## src/rtl/wb_pkg.sv

```systemverilog
// wb_pkg: shared types and helpers for the writeback arbiter.
//   - funct3 encodings of the load types
//   - wb_entry_t: one pending register-file write {rd, data}
//   - ld_extend(): byte/halfword select plus sign/zero extension of a load word
package wb_pkg;

    localparam int WB_DLEN = 32;
    localparam int WB_ALEN = 5;

    localparam logic [2:0] F3_LB  = 3'b000;
    localparam logic [2:0] F3_LH  = 3'b001;
    localparam logic [2:0] F3_LW  = 3'b010;
    localparam logic [2:0] F3_LBU = 3'b100;
    localparam logic [2:0] F3_LHU = 3'b101;

    typedef struct packed {
        logic [WB_ALEN-1:0] rd;
        logic [WB_DLEN-1:0] data;
    } wb_entry_t;

    // Unknown funct3 values fall through to a full-word load.
    function automatic logic [WB_DLEN-1:0] ld_extend(input logic [WB_DLEN-1:0] data,
                                                     input logic [2:0]         funct3,
                                                     input logic [1:0]         off);
        logic [7:0]         b;
        logic [15:0]        h;
        logic [WB_DLEN-1:0] r;
        b = data[{off, 3'b000} +: 8];
        h = off[1] ? data[31:16] : data[15:0];
        case (funct3)
            F3_LB:   r = {{(WB_DLEN-8){b[7]}}, b};
            F3_LBU:  r = {{(WB_DLEN-8){1'b0}}, b};
            F3_LH:   r = {{(WB_DLEN-16){h[15]}}, h};
            F3_LHU:  r = {{(WB_DLEN-16){1'b0}}, h};
            default: r = data;
        endcase
        return r;
    endfunction

endpackage

```

## src/rtl/wb_fifo.sv

```systemverilog
// wb_fifo: synchronous FIFO of wb_entry_t.
//   clk, rst_n          clock, async active-low reset (empties the queue)
//   push, push_data     enqueue request and entry (ignored when full)
//   pop                 dequeue request (ignored when empty)
//   head                entry at the read pointer
//   full, empty, count  registered occupancy status
module wb_fifo
    import wb_pkg::*;
#(
    parameter int DEPTH = 4,
    localparam int AW = $clog2(DEPTH),
    localparam int CW = $clog2(DEPTH + 1)
) (
    input  logic          clk,
    input  logic          rst_n,
    input  logic          push,
    input  wb_entry_t     push_data,
    input  logic          pop,
    output wb_entry_t     head,
    output logic          full,
    output logic          empty,
    output logic [CW-1:0] count
);

    wb_entry_t     mem [DEPTH];
    logic [AW-1:0] wptr, rptr;
    logic          do_push, do_pop;

    assign full    = (count == CW'(DEPTH));
    assign empty   = (count == '0);
    assign do_push = push && !full;
    assign do_pop  = pop && !empty;
    assign head    = mem[rptr];

    // DEPTH is a power of two, so pointers wrap by natural overflow.
    always_ff @(posedge clk or negedge rst_n) begin
        if (!rst_n) begin
            wptr  <= '0;
            rptr  <= '0;
            count <= '0;
        end else begin
            if (do_push) wptr <= AW'(wptr + 1'b1);
            if (do_pop)  rptr <= AW'(rptr + 1'b1);
            case ({do_push, do_pop})
                2'b10:   count <= CW'(count + 1'b1);
                2'b01:   count <= CW'(count - 1'b1);
                default: count <= count;
            endcase
        end
    end

    // Storage needs no reset: occupancy alone decides what is valid.
    always_ff @(posedge clk) begin
        if (do_push) mem[wptr] <= push_data;
    end

endmodule

```

## src/rtl/wb_arbiter.sv

```systemverilog
// wb_arbiter: writeback stage owning the register file write port.
//   clk, rst_n                        clock, async active-low reset
//   i_alu_valid/o_alu_ready           ALU result handshake (rd, data)
//   i_ld_valid/o_ld_ready             load response handshake (rd, raw word, funct3, byte offset)
//   o_wen, o_waddr, o_wdata           registered write, also the forwarding source
//   o_ld_pending                      load queue occupancy for the hazard unit
// Loads are extended on entry and queued; the queue head beats the ALU
// until MAX_LD_STREAK loads have gone through while the ALU waited.
// DLEN/ALEN must match the widths in wb_pkg.
module wb_arbiter
    import wb_pkg::*;
#(
    parameter int DLEN          = WB_DLEN,
    parameter int ALEN          = WB_ALEN,
    parameter int LQ_DEPTH      = 4,
    parameter int MAX_LD_STREAK = 3,
    localparam int CW = $clog2(LQ_DEPTH + 1),
    localparam int SW = (MAX_LD_STREAK < 1) ? 1 : $clog2(MAX_LD_STREAK + 1)
) (
    input  logic            clk,
    input  logic            rst_n,
    input  logic            i_alu_valid,
    output logic            o_alu_ready,
    input  logic [ALEN-1:0] i_alu_rd,
    input  logic [DLEN-1:0] i_alu_data,
    input  logic            i_ld_valid,
    output logic            o_ld_ready,
    input  logic [ALEN-1:0] i_ld_rd,
    input  logic [DLEN-1:0] i_ld_data,
    input  logic [2:0]      i_ld_funct3,
    input  logic [1:0]      i_ld_off,
    output logic            o_wen,
    output logic [ALEN-1:0] o_waddr,
    output logic [DLEN-1:0] o_wdata,
    output logic [CW-1:0]   o_ld_pending
);

    wb_entry_t     ld_in, head, sel;
    logic          full, empty;
    logic          alu_take, pop, sel_valid, streak_hit;
    logic [SW-1:0] streak;

    assign ld_in = '{rd: i_ld_rd, data: ld_extend(i_ld_data, i_ld_funct3, i_ld_off)};

    wb_fifo #(.DEPTH(LQ_DEPTH)) u_fifo (
        .clk       (clk),
        .rst_n     (rst_n),
        .push      (i_ld_valid),
        .push_data (ld_in),
        .pop       (pop),
        .head      (head),
        .full      (full),
        .empty     (empty),
        .count     (o_ld_pending)
    );

    // Both readies come from registered state only: a pop this cycle never
    // frees a slot for a push this cycle, and ALU ready ignores ALU valid.
    assign o_ld_ready  = !full;
    assign streak_hit  = (streak == SW'(MAX_LD_STREAK));
    assign o_alu_ready = empty || streak_hit;
    assign alu_take    = i_alu_valid && o_alu_ready;
    assign pop         = !empty && !alu_take;
    assign sel_valid   = alu_take || pop;

    always_comb begin
        sel = head;
        if (alu_take) sel = '{rd: i_alu_rd, data: i_alu_data};
    end

    always_ff @(posedge clk or negedge rst_n) begin
        if (!rst_n) begin
            o_wen   <= 1'b0;
            o_waddr <= '0;
            o_wdata <= '0;
            streak  <= '0;
        end else begin
            // x0 targets are consumed silently; address/data keep the last real write.
            o_wen <= sel_valid && (sel.rd != '0);
            if (sel_valid && (sel.rd != '0)) begin
                o_waddr <= sel.rd;
                o_wdata <= sel.data;
            end
            // Only loads that overtook a waiting ALU result count toward the streak.
            if (!i_alu_valid || alu_take) streak <= '0;
            else if (pop)                 streak <= SW'(streak + 1'b1);
        end
    end

endmodule

```

## config.mk

```make
export PLATFORM = sky130hd
export DESIGN_NAME = wb_arbiter
export DESIGN_NICKNAME = d
export VERILOG_FILES = /design/src/rtl/wb_pkg.sv /design/src/rtl/wb_fifo.sv /design/src/rtl/wb_arbiter.sv
export SDC_FILE = /design/constraint.sdc
export NUM_CORES = 1
export LEC_CHECK = 0
export ABC_CLOCK_PERIOD_IN_PS = 4300
export BUFFER_PORTS_ARGS = -buffer_cell sky130_fd_sc_hd__buf_2
export CORE_AREA = 2 2 139 141
export DETAILED_ROUTE_END_ITERATION = 10
export DIE_AREA = 0 0 141 143
export PLACE_DENSITY = 0.65
export REMOVE_ABC_BUFFERS = 1
export SYNTH_ARGS = -nofsm -noshare
export SYNTH_HDL_FRONTEND = slang
export SYNTH_SLANG_ARGS = --single-unit
```

## constraint.sdc

```tcl
create_clock -name clk -period 4.3 [get_ports clk]
set_input_delay 0 -clock clk [delete_from_list [all_inputs] [get_ports clk]]
set_output_delay 0 -clock clk [all_outputs]
set_load 0.1 [all_outputs]
```

==> impl_results.rst, run 1 <==
.. list-table::
   :header-rows: 1

   * - Metric
     - Value
   * - First-pass iteration count of the detailed router
     - 5
   * - Hold Vio Cnt, Final
     - 0
   * - Post-route standard cell area excluding fillers
     - 10470 um2
   * - Skew final
     - 0.009140 ns
   * - Wire length of the first global-routing pass
     - 28460 um
   * - Result of the run
     - finished, final reports clean
   * - Total number of clock tree sinks
     - 195
   * - Height of the chip
     - 143 um
   * - Worst hold slack
     - 0.0004604 ns
   * - Maximum clock insertion buffer count
     - 2
   * - Cell type contributing the most total cell area after synthesis
     - sky130_fd_sc_hd__edfxtp_1
   * - Period Utilization, post-route
     - between 70% and 80%
   * - Combined area of all synthesized cells
     - 8322 um2
   * - Initial antenna violation count
     - 0
   * - DR iter-0 viols
     - 470
   * - CP delay by family, top
     - flip-flops
   * - Dominant combinational cell family by area after synthesis
     - multiplexers
   * - GP Congestion
     - 0.8259
   * - Worst Setup Start Kind
     - register
   * - XOR/XNOR Fraction of Synth Area
     - 0.6315%
   * - Clock power share
     - between 20% and 30%
   * - Int Power
     - 4.474 mW
   * - Clk pin slew, worst setup/hold paths
     - 0.07 ns
   * - Pin count of the biggest net entering global routing
     - 48
   * - I/O pin count
     - about 130
   * - Per-instance average area after synthesis
     - 15.53 um2
   * - Fill cell total of the finished layout
     - 1449
   * - HPWL after detailed placement
     - between 10000 and 15000 um
   * - Crit path depth
     - 5
   * - Number of placement rows
     - 50
   * - Tightest Pin Transition
     - 1.048 ns
   * - Primary flip-flop cell chosen by synthesis mapping
     - sky130_fd_sc_hd__edfxtp_1
   * - Time the worst path needs with I/O delays and setup
     - 3.063 ns
   * - Static leakage
     - 4.227 nW
   * - Cell count of the worst reg-to-reg path
     - 5
   * - Switching power
     - 3.491 mW
   * - Total core area
     - about 19000 um2
   * - Net Sw Frac
     - 43.83%
   * - Area share of the largest cell type after synthesis
     - roughly 53%
   * - Area growth from synthesis to layout
     - 25.77%
   * - TritonCTS clock tree
     - done
   * - Final slew viol count
     - 0
   * - Clock insertion delay at the later pin of the skew report
     - 0.43 ns
   * - Compound-cell area share of the yosys netlist
     - between 6 and 7%
   * - Drt wl/cell
     - 18.57 um
   * - Endpoint required time on the critical path
     - approximately 4.6 ns
   * - Initial core utilization
     - 44.79%
   * - Number of inserted diodes
     - 0
   * - Simple-gate portion of the synthesized area
     - 6.195%
   * - Vias per inst
     - 5.307
   * - Data arrival at the endpoint of the critical path
     - 3.35 ns
   * - Share of synthesized cell area in full adder, half adder and majority cells
     - 1.143%
   * - Worst setup EP type
     - register
   * - Highest clock rate
     - 0.3265 GHz
   * - Total placed instance area
     - 9145 um2
   * - Synthesized flop and latch total
     - between 150 and 200
   * - Remaining Overflow, GRT
     - 0
   * - CTS Buf Count
     - 17
   * - Max_slew headroom
     - between 30% and 40%
   * - Gate count after technology mapping
     - 536
   * - Combinational share of power
     - 43.0%
   * - Hold Crit Class
     - primary input to register
   * - Async set-or-reset flop fraction in the synthesized netlist
     - 24.10%
   * - CP Buf/Inv Count
     - 1
   * - DRC viols
     - 0
   * - Width of the die
     - 141 um
   * - Reg power frac
     - 36.2%
   * - Multiplexer fraction of the synthesized cell area
     - 15.62%
   * - Crit Path Category
     - register to register
   * - Number of enable-type register cells in the synthesized netlist
     - roughly 150
   * - Worst-case register-to-register setup slack
     - approximately 1.2 ns
   * - Top post-synthesis cells by area
     - sky130_fd_sc_hd__edfxtp_1, sky130_fd_sc_hd__dfrtp_1, sky130_fd_sc_hd__mux4_2, sky130_fd_sc_hd__mux2i_1, sky130_fd_sc_hd__nand2_1
   * - Delay of the slowest cell on the worst path
     - 0.79 ns
   * - Total global routing track utilization
     - 18.80%
   * - Yosys warning count
     - 0
   * - Buffer type at the clock tree root
     - sky130_fd_sc_hd__clkbuf_16
   * - Sequential area share after synthesis
     - 67.54%
   * - Cell at the slowest stage of the critical path
     - sky130_fd_sc_hd__dfrtp_2
   * - Final count of negative-setup-slack endpoints
     - 0
   * - Hold buffer count at cts
     - 69
   * - Post-cts sizing count
     - 0
   * - Layout cells sized above 1
     - 28.32%
   * - H-tree Lvls
     - 4
   * - Chain of cells forming the critical path
     - mux4_1, or4_4, o311ai_4, buf_4, o21ai_0
   * - Post-layout net count
     - 815
   * - Pwr per Cell Area
     - about 760 nW/um2
   * - Number of maximum-capacitance constraint violations
     - 0
   * - Detailed Route WL
     - 18050 um
   * - Unrepaired setup endpoints after global routing
     - no
   * - Hold Path Cell Cnt
     - 3
   * - Number of nets with antenna violations after routing
     - 0
   * - Number of input and output port buffers inserted
     - roughly 130
   * - Number of distinct standard cells referenced by the synthesized netlist
     - 44
   * - Number of vias after detailed routing
     - 5158
   * - Number of global-route vias before repair
     - 5215
   * - Overall die area
     - 20160 um2
   * - Worst supply voltage drop on vdd
     - 0.4779 mV
   * - Number of setup buffers added after CTS
     - 0
   * - Top fanout value on the critical path
     - 42
layout by cell type (no fill, tap or decap), types with 4 or more instances in the layout:
master	synthesis	layout
sky130_fd_sc_hd__mux2i_1	41	41
sky130_fd_sc_hd__o21ai_0	39	39
sky130_fd_sc_hd__and3_2	0	4
sky130_fd_sc_hd__xnor2_1	4	4
sky130_fd_sc_hd__nand2_1	83	83
sky130_fd_sc_hd__dlygate4sd3_1	0	70
sky130_fd_sc_hd__mux4_2	35	35
sky130_fd_sc_hd__nor2b_1	5	5
sky130_fd_sc_hd__dfrtp_1	47	45
sky130_fd_sc_hd__nor2_1	13	13
sky130_fd_sc_hd__buf_2	1	125
sky130_fd_sc_hd__ha_1	6	6
sky130_fd_sc_hd__clkinvlp_4	0	4
sky130_fd_sc_hd__buf_4	0	6
sky130_fd_sc_hd__a221o_1	11	11
sky130_fd_sc_hd__o21ai_1	8	7
sky130_fd_sc_hd__a21oi_1	9	9
sky130_fd_sc_hd__edfxtp_1	148	148
sky130_fd_sc_hd__clkbuf_16	0	17
sky130_fd_sc_hd__inv_1	14	14
worst min-delay path: stages:
cell                      delay (ns)
sky130_fd_sc_hd__buf_2          0.11
sky130_fd_sc_hd__nand2_1        0.05
sky130_fd_sc_hd__nand2_1        0.13
final cells by class:
type                    instances  area [um2]  share of cell area [%]
multi-input cells             296        2506                   23.94
repair buffers                201        1371                   13.10
flip-flops and latches        195        5623                   53.72
clock buffers                  17       425.4                   4.065
well taps                     234       292.8                   2.797
inverters                      14       52.55                  0.5021
clock inverters                15       195.2                   1.865
cell families after synthesis:
logic type	after synthesis
flip-flops	195
AND/OR/NAND/NOR	120
AO/OA/AOI/OAI	82
multiplexers	81
buffers and inverters	45
adder cells (fa/ha/maj)	7
XOR/XNOR	6
state kept, by name (all words and copies together), names as in the netlist:
register      flops
streak            2
o_wen             1
u_fifo.count      3
u_fifo.rptr       2
o_waddr           5
u_fifo.wptr       2
o_wdata          32
u_fifo.mem      148
synthesized netlist by cell type, types with 2 or more instances:
library cell                 n
sky130_fd_sc_hd__mux4_1      3
sky130_fd_sc_hd__clkbuf_2    3
sky130_fd_sc_hd__ha_1        6
sky130_fd_sc_hd__mux2_2      2
sky130_fd_sc_hd__nand2_1    83
sky130_fd_sc_hd__o22a_1      2
sky130_fd_sc_hd__nor2_1     13
sky130_fd_sc_hd__clkbuf_1   18
sky130_fd_sc_hd__nor2b_1     5
sky130_fd_sc_hd__a211o_1     2
sky130_fd_sc_hd__mux2i_1    41
sky130_fd_sc_hd__o21ai_0    39
sky130_fd_sc_hd__o21ai_1     8
sky130_fd_sc_hd__a21oi_1     9
sky130_fd_sc_hd__buf_6       5
sky130_fd_sc_hd__nor4_1      2
sky130_fd_sc_hd__buf_1       4
sky130_fd_sc_hd__xor2_1      2
sky130_fd_sc_hd__a21boi_0    2
sky130_fd_sc_hd__o22ai_1     2
sky130_fd_sc_hd__edfxtp_1  148
sky130_fd_sc_hd__mux4_2     35
sky130_fd_sc_hd__a221o_1    11
sky130_fd_sc_hd__and2_1      2
sky130_fd_sc_hd__inv_1      14
sky130_fd_sc_hd__nand2b_1    2
sky130_fd_sc_hd__xnor2_1     4
sky130_fd_sc_hd__nor3_1      3
sky130_fd_sc_hd__dfrtp_1    47
sky130_fd_sc_hd__and3_1      5
per-stage QoR:
step	total power [mW]	cells	worst slack, ns	util, %	setup TNS [ns]
CTS	8.043	971	1.215	56.28	0
floorplan	5.602	505	-0.2553	-	-8.809
finish	7.965	972	1.237	56.33	0
detailed placement	6.340	870	1.232	49.22	0
global placement	6.242	870	1.328	49.22	0
global route	8.340	972	1.044	56.33	0
power groups by stage:
stage / registers [mW] / logic, mW / clock network [mW]
final: 2.88 / 3.43 / 1.65
after global routing: 2.94 / 3.63 / 1.76
after CTS: 2.89 / 3.47 / 1.69
after detailed placement: 2.93 / 3.41 / 0
after global placement: 2.90 / 3.34 / 0
after floorplan: 4.36 / 1.24 / 0
routing by layer:
layer / GRT usage, % / routed length [um] / up-vias
li1: - / - / 2416
met1: 23.80 / 7634 / 2578
met2: 32.45 / 9307 / 145
met3: 3.488 / 840 / 19
met4: 7.211 / 265 / 0
met5: 0 / 0 / -
worst paths after layout:
path                                                  from                          end
max in group asynchronous                            rst_n   u_fifo.rptr[0]$_DFFE_PN0P_
worst max-delay path            u_fifo.rptr[0]$_DFFE_PN0P_       o_wdata[3]$_DFFE_PN0P_
worst min register to register       streak[0]$_DFFE_PN0P_        streak[0]$_DFFE_PN0P_
min in group asynchronous                            rst_n      o_wdata[11]$_DFFE_PN0P_
worst min-delay path                         i_ld_data[18]  u_fifo.mem[1][18]$_DFFE_PP_
worst max register to register  u_fifo.rptr[0]$_DFFE_PN0P_       o_wdata[3]$_DFFE_PN0P_
Note: power is estimated with default switching activity, not from simulation.
==> run 2: changes to the inputs <==
--- a/config.mk
+++ b/config.mk
@@ -5,7 +5,7 @@
 export SDC_FILE = /design/constraint.sdc
 export NUM_CORES = 1
 export LEC_CHECK = 0
-export ABC_CLOCK_PERIOD_IN_PS = 4300
+export ABC_CLOCK_PERIOD_IN_PS = 3100
 export BUFFER_PORTS_ARGS = -buffer_cell sky130_fd_sc_hd__buf_2
 export CORE_AREA = 2 2 139 141
 export DETAILED_ROUTE_END_ITERATION = 10
==> constraint.sdc (replaced) <==
create_clock -name clk -period 3.1 [get_ports clk]
set_input_delay 0 -clock clk [delete_from_list [all_inputs] [get_ports clk]]
set_output_delay 0 -clock clk [all_outputs]
set_load 0.1 [all_outputs]
==> impl_results.rst, run 2 (same netlist as run 1, synthesis figures left out) <==
.. list-table::
   :header-rows: 1

   * - Metric
     - Value
   * - Clock insertion delay at the later pin of the skew report
     - 0.43 ns
   * - GRT met3 Usage
     - 3.454%
   * - Data arrival at the endpoint of the critical path
     - 2.94 ns
   * - Drt wl/cell
     - 18.58 um
   * - DRC viols
     - 0
   * - Post-route standard cell area excluding fillers
     - 10480 um2
   * - Worst reg2reg path startpoint
     - u_fifo.rptr[0]$_DFFE_PN0P_
   * - Top library cells by usage in the layout, fill and taps aside
     - sky130_fd_sc_hd__edfxtp_1, sky130_fd_sc_hd__buf_2, sky130_fd_sc_hd__nand2_1
   * - Crit Path Category
     - register to register
   * - Total number of clock tree sinks
     - a little under 200
   * - CP most frequent cell
     - sky130_fd_sc_hd__buf_4
   * - First-pass iteration count of the detailed router
     - 5
   * - Detailed Route WL
     - 18210 um
   * - Hold Vio Cnt, Final
     - 0
   * - Critical Path Source
     - u_fifo.rptr[0]$_DFFE_PN0P_
   * - Most common cell after layout, fill and taps aside
     - sky130_fd_sc_hd__edfxtp_1
   * - Area growth from synthesis to layout
     - 25.97%
   * - Skew final
     - roughly 0.008 ns
   * - Final slew viol count
     - 0
   * - Met1 global-route usage
     - a little under a quarter
   * - HPWL after detailed placement
     - 12350 um
   * - Setup WS post-layout
     - 0.4436 ns
   * - Static leakage
     - 4.254 nW
   * - Capture point of the critical path
     - o_wdata[23]$_DFFE_PN0P_
   * - Total core area
     - 18580 um2
   * - Layout cells sized above 1
     - 28.86%
   * - TritonCTS clock tree
     - done
   * - Total global routing track utilization
     - roughly a fifth
   * - Clk pin slew, worst setup/hold paths
     - around 0.070 ns
   * - Worst hold slack
     - 0.009204 ns
   * - Final cell utilization of the core
     - 56.42%
   * - Pwr per Cell Area
     - 1044 nW/um2
   * - Total placed instance area
     - 9213 um2
   * - Final count of negative-setup-slack endpoints
     - 0
   * - Pwr Total
     - about 11 mW
   * - Endpoint required time on the critical path
     - 3.39 ns
   * - Post-layout net count
     - 822
   * - Overall die area
     - ~20000 um2
   * - Worst-case register-to-register setup slack
     - 0.44 ns
   * - GP Congestion
     - 0.8038
   * - Highest clock rate
     - 0.3765 GHz
   * - Number of input and output port buffers inserted
     - 125
   * - Result of the run
     - finished, final reports clean
   * - Number of vias after detailed routing
     - ~5200
   * - Buffer type at the clock tree root
     - sky130_fd_sc_hd__clkbuf_16
   * - Delay of the slowest cell on the worst path
     - 0.63 ns
   * - Hold Crit Class
     - primary input to register
   * - Max_slew headroom
     - around 42%
   * - Startpoint of the tightest hold check path
     - i_ld_data[18]
   * - Number of maximum-capacitance constraint violations
     - 0
   * - Reg with most FFs
     - u_fifo.mem
   * - Met2 global-route usage
     - between 30 and 40%
   * - Pin count of the biggest net entering global routing
     - 43
   * - Number of placement rows
     - 50
   * - Period Utilization, post-route
     - 85.69%
   * - H-tree Lvls
     - 4
   * - Number of nets with antenna violations after routing
     - 0
   * - Initial antenna violation count
     - 1
   * - Worst setup EP type
     - register
   * - Most congested layer reported by global routing
     - met2
   * - Cell at the slowest stage of the critical path
     - sky130_fd_sc_hd__mux4_2
   * - Tightest Pin Transition
     - 0.8643 ns
   * - Initial core utilization
     - 44.79%
   * - DR iter-0 viols
     - 338
   * - CTS Buf Count
     - 17
   * - Registers with the highest flip-flop counts
     - u_fifo.mem (148), o_wdata (32), o_waddr (5)
   * - Wire length of the first global-routing pass
     - slightly below 30000 um
   * - Max reg flops
     - 148
   * - Vias per inst
     - 5.309
   * - Maximum clock insertion buffer count
     - 2
   * - I/O pin count
     - 126
   * - Remaining Overflow, GRT
     - 0
   * - Number of global-route vias before repair
     - 5378
   * - Unrepaired setup endpoints after global routing
     - no
   * - Cell count of the worst reg-to-reg path
     - 5
   * - Width of the die
     - approximately 140 um
   * - Worst supply voltage drop on vdd
     - 0.6392 mV
   * - Endpoint of the most critical register-to-register path
     - o_wdata[23]$_DFFE_PN0P_
   * - Worst Setup Start Kind
     - register
   * - Worst-case setup slack after placement
     - slightly above 0.4 ns
   * - Chain of cells forming the critical path
     - buf_4, mux4_2, o311ai_4, buf_4, o21ai_0
   * - Time the worst path needs with I/O delays and setup
     - 2.656 ns
   * - Height of the chip
     - 143 um
   * - Top fanout value on the critical path
     - 42
==> run 2: changes by cell type in the layout (fill, tap and decap cells not counted), moves of 2 or more <==
cell,delta
sky130_fd_sc_hd__buf_4,+9
sky130_fd_sc_hd__clkbuf_8,+2
sky130_fd_sc_hd__dlygate4sd3_1,-2
sky130_fd_sc_hd__inv_8,-2
sky130_fd_sc_hd__clkinv_4,-2
sky130_fd_sc_hd__clkbuf_1,+2
==> run 2: worst min-delay path by stage <==
stage	end	slack, ns	cells after the start
5_1_grt	u_fifo.mem[3][18]$_DFFE_PP_	0.02	3
2_1_floorplan	o_waddr[0]$_DFFE_PN0P_	-0.30	0
3_5_place_dp	o_wdata[3]$_DFFE_PN0P_	-0.003	1
3_3_place_gp	o_wdata[7]$_DFFE_PN0P_	-0.009	1
6_report	u_fifo.mem[0][18]$_DFFE_PP_	0.009	3
4_1_cts	u_fifo.mem[0][18]$_DFFE_PP_	0.0005	3
==> run 2: stage by stage <==
| stage | cells | setup TNS [ns] |
|---|---|---|
| global route | 980 | 0 |
| floorplan | 505 | -89.03 |
| CTS | 979 | 0 |
| global placement | 879 | 0 |
| finish | 980 | 0 |
| detailed placement | 879 | 0 |
==> run 2: layer usage <==
metal / vias to the layer above / wire, um
met5: - / 0
met4: 0 / 534
met3: 42 / 850
met2: 165 / 9346
met1: 2557 / 7473
li1: 2439 / -
==> run 2: area by class of cell <==
cell class,count,area [um2]
clock buffer,21,460.4
inverter,14,52.55
multi-input combinational,296,2506
tap,234,292.8
clock inverter,11,126.4
timing repair buffer,208,1419
sequential,195,5623
fill,1491,8098
antenna,1,2.502
==> run 2: timing repair <==
action | 4_1_cts | 5_1_grt
hold buffers | 68 | 0
resized for setup | 0 | 0
endpoints found under the hold margin | 164 | 0
setup buffers | 0 | 0
==> run 2: power breakdown <==
part	internal [mW]	leakage (nW)	switching (mW)
combinational	1.34	2.06	3.57
sequential	3.61	1.92	0.272
clock	1.24	0.278	0.920
total	6.18	4.25	4.76
==> run 2: worst max-delay path: cells and delay by family (launching register included) <==
kind | cells | cell delay, ns
buffers and inverters | 2 | 0.99
muxes | 1 | 0.63
DFF | 1 | 0.43
AOI/OAI and AO/OA | 2 | 0.42
==> run 3: changes to the inputs <==
--- a/config.mk
+++ b/config.mk
@@ -5,8 +5,9 @@
 export SDC_FILE = /design/constraint.sdc
 export NUM_CORES = 1
 export LEC_CHECK = 0
-export ABC_CLOCK_PERIOD_IN_PS = 3100
+export ABC_CLOCK_PERIOD_IN_PS = 2700
 export BUFFER_PORTS_ARGS = -buffer_cell sky130_fd_sc_hd__buf_2
+export CAP_MARGIN = 20
 export CORE_AREA = 2 2 139 141
 export DETAILED_ROUTE_END_ITERATION = 10
 export DIE_AREA = 0 0 141 143
==> constraint.sdc (replaced) <==
create_clock -name clk -period 2.7 [get_ports clk]
set_input_delay 0 -clock clk [delete_from_list [all_inputs] [get_ports clk]]
set_output_delay 0 -clock clk [all_outputs]
set_load 0.1 [all_outputs]
==> impl_results.rst, run 3 (same netlist as run 1, synthesis figures left out) <==
.. list-table::
   :header-rows: 1

   * - Metric
     - Value
   * - Drt wl/cell
     - ~19 um
   * - Hold Crit Class
     - primary input to register
   * - Number of vias after detailed routing
     - 5192
   * - Total routed wire length on the met1 layer
     - 7726 um
   * - Width of the die
     - 141 um
   * - Worst setup EP type
     - register
   * - Total placed instance area
     - a little over 9000 um2
   * - I/O pin count
     - 126
   * - DRC viols
     - 0
   * - Top library cells by usage in the layout, fill and taps aside
     - sky130_fd_sc_hd__edfxtp_1, sky130_fd_sc_hd__buf_2, sky130_fd_sc_hd__nand2_1
   * - Pwr per Cell Area
     - 1192 nW/um2
   * - Most common cell after layout, fill and taps aside
     - sky130_fd_sc_hd__edfxtp_1
   * - Number of input and output port buffers inserted
     - 125
   * - Clk pin slew, worst setup/hold paths
     - 0.07 ns
   * - DR iter-0 viols
     - between 400 and 500
   * - Number of global-route vias before repair
     - 5408
   * - Final slew viol count
     - 0
   * - Number of maximum-capacitance constraint violations
     - 0
   * - Worst supply voltage drop on vdd
     - roughly 0.62 mV
   * - Total core area
     - 18580 um2
   * - TritonCTS clock tree
     - done
   * - Detailed Route WL
     - 18500 um
   * - Total number of clock tree sinks
     - 195
   * - Clock insertion delay at the later pin of the skew report
     - 0.43 ns
   * - Buffer type at the clock tree root
     - sky130_fd_sc_hd__clkbuf_16
   * - Post-route standard cell area excluding fillers
     - 10480 um2
   * - Non-filler instance count after layout
     - 977
   * - Reg with most FFs
     - u_fifo.mem
   * - Wire length of the first global-routing pass
     - 29080 um
   * - Tightest Pin Transition
     - 0.6895 ns
   * - First-pass iteration count of the detailed router
     - 5
   * - Post-layout net count
     - 817
   * - Height of the chip
     - between 100 and 150 um
   * - CTS Buf Count
     - 17
   * - Number of placement rows
     - 50
   * - Layout cells sized above 1
     - between 20% and 30%
   * - Vias per inst
     - around 5.3
   * - Period Utilization, post-route
     - 95.34%
   * - Max_slew headroom
     - about 54%
   * - Top fanout value on the critical path
     - 42
   * - Delay of the slowest cell on the worst path
     - 0.61 ns
   * - H-tree Lvls
     - 4
   * - Hold Vio Cnt, Final
     - 0
   * - Crit Path Category
     - register to register
   * - Skew final
     - 0.009074 ns
   * - Unrepaired setup endpoints after global routing
     - no
   * - HPWL after detailed placement
     - 11930 um
   * - DR WL met3
     - roughly 830 um
   * - DP Cell Count
     - 876
   * - Remaining Overflow, GRT
     - 0
   * - Final cell utilization of the core
     - 56.40%
   * - Max Used Layer
     - met4
   * - Highest clock rate
     - 0.3885 GHz
   * - Overall die area
     - 20160 um2
   * - Final count of negative-setup-slack endpoints
     - 0
   * - Pin count of the biggest net entering global routing
     - 43
   * - Max reg flops
     - ~150
   * - Initial core utilization
     - 44.79%
   * - GP Congestion
     - 0.7849
   * - Chain of cells forming the critical path
     - mux4_1, or4_4, o311ai_4, buf_12, nand2_1, o21ai_0
   * - Static leakage
     - 4.224 nW
   * - Data arrival at the endpoint of the critical path
     - 2.91 ns
   * - Number of nets with antenna violations after routing
     - 0
   * - Maximum clock insertion buffer count
     - 2
   * - Cell at the slowest stage of the critical path
     - sky130_fd_sc_hd__mux4_1
   * - Met2 layer wire length in the routed design
     - ~9600 um
   * - Registers with the highest flip-flop counts
     - u_fifo.mem (148), o_wdata (32), o_waddr (5)
   * - Result of the run
     - finished, final reports clean
   * - Worst Setup Start Kind
     - register
   * - Time the worst path needs with I/O delays and setup
     - 2.574 ns
   * - Area growth from synthesis to layout
     - 25.92%
   * - Initial antenna violation count
     - 1
   * - Total global routing track utilization
     - around a fifth
   * - Endpoint required time on the critical path
     - 3.03 ns
run 3: changes by cell type in the layout (fill, tap and decap cells not counted), moves of 2 or more:
| cell | change |
|---|---|
| sky130_fd_sc_hd__bufinv_16 | -2 |
| sky130_fd_sc_hd__buf_4 | -11 |
| sky130_fd_sc_hd__diode_2 | +2 |
| sky130_fd_sc_hd__dlygate4sd3_1 | -2 |
| sky130_fd_sc_hd__buf_12 | +7 |
run 3: routing by layer:
metal | global-route usage, % | up-vias
li1 | - | 2425
met1 | 23.89 | 2589
met2 | 33.86 | 150
met3 | 4.393 | 28
met4 | 6.947 | 0
met5 | 0 | -
run 3: critical path, delay by kind of cell (launching register included):
| kind | cells | cell delay (ns) |
|---|---|---|
| and+or+nand+nor | 2 | 0.67 |
| DFF | 1 | 0.44 |
| muxes | 1 | 0.61 |
| AOI/OAI and AO/OA | 2 | 0.49 |
| buffers and inverters | 1 | 0.24 |
run 3: where the power goes:
group	internal, mW	leakage (nW)	switching (mW)
Clock	1.20	0.248	1.07
Combinational	1.61	2.06	4.14
Sequential	4.15	1.92	0.323
run 3: path summary, 6_finish.rpt:
| path | startpoint | to | slack [ns] | cells after the start |
|---|---|---|---|---|
| max | u_fifo.rptr[0]$_DFFE_PN0P_ | o_wdata[3]$_DFFE_PN0P_ | 0.13 | 6 |
| min | i_alu_rd[3] | o_waddr[3]$_DFFE_PN0P_ | 0.005 | 5 |
| max reg2reg | u_fifo.rptr[0]$_DFFE_PN0P_ | o_wdata[3]$_DFFE_PN0P_ | 0.13 | 6 |
| min reg2reg | streak[0]$_DFFE_PN0P_ | streak[0]$_DFFE_PN0P_ | 0.44 | 1 |
| max in group asynchronous | rst_n | o_wdata[22]$_DFFE_PN0P_ | 1.75 | 3 |
| min in group asynchronous | rst_n | o_wdata[15]$_DFFE_PN0P_ | 0.15 | 2 |
run 3: cell type report:
type                       instances  area (um2)
antenna                            3       7.507
clock buffer                      20       446.7
clock inverter                    12       82.58
fill                            1470        8102
inverter                          14       52.55
multi-input combinational        296        2506
sequential                       195        5623
tap                              234       292.8
timing repair buffer             203        1468
run 3: timing repair:
item / in CTS / in global routing
hold endpoints to repair: 171 / 0
setup endpoints to repair: 0 / 24
hold buffers: 66 / 0
setup buffers: 0 / 0
gates resized for setup: 0 / 1
run 3: through the flow:
step	hold slack (ns)	setup slack, ns	total power, mW	TNS [ns]
3_5_place_dp	0.08986	0.07282	10.25	0
6_report	0.005351	0.1259	12.49	0
5_1_grt	0.007102	0.02773	13.12	0
4_1_cts	0.0007717	0.07565	12.59	0
2_1_floorplan	-0.2956	-1.855	8.922	-164.45
3_3_place_gp	0.06377	0.1819	10.08	0
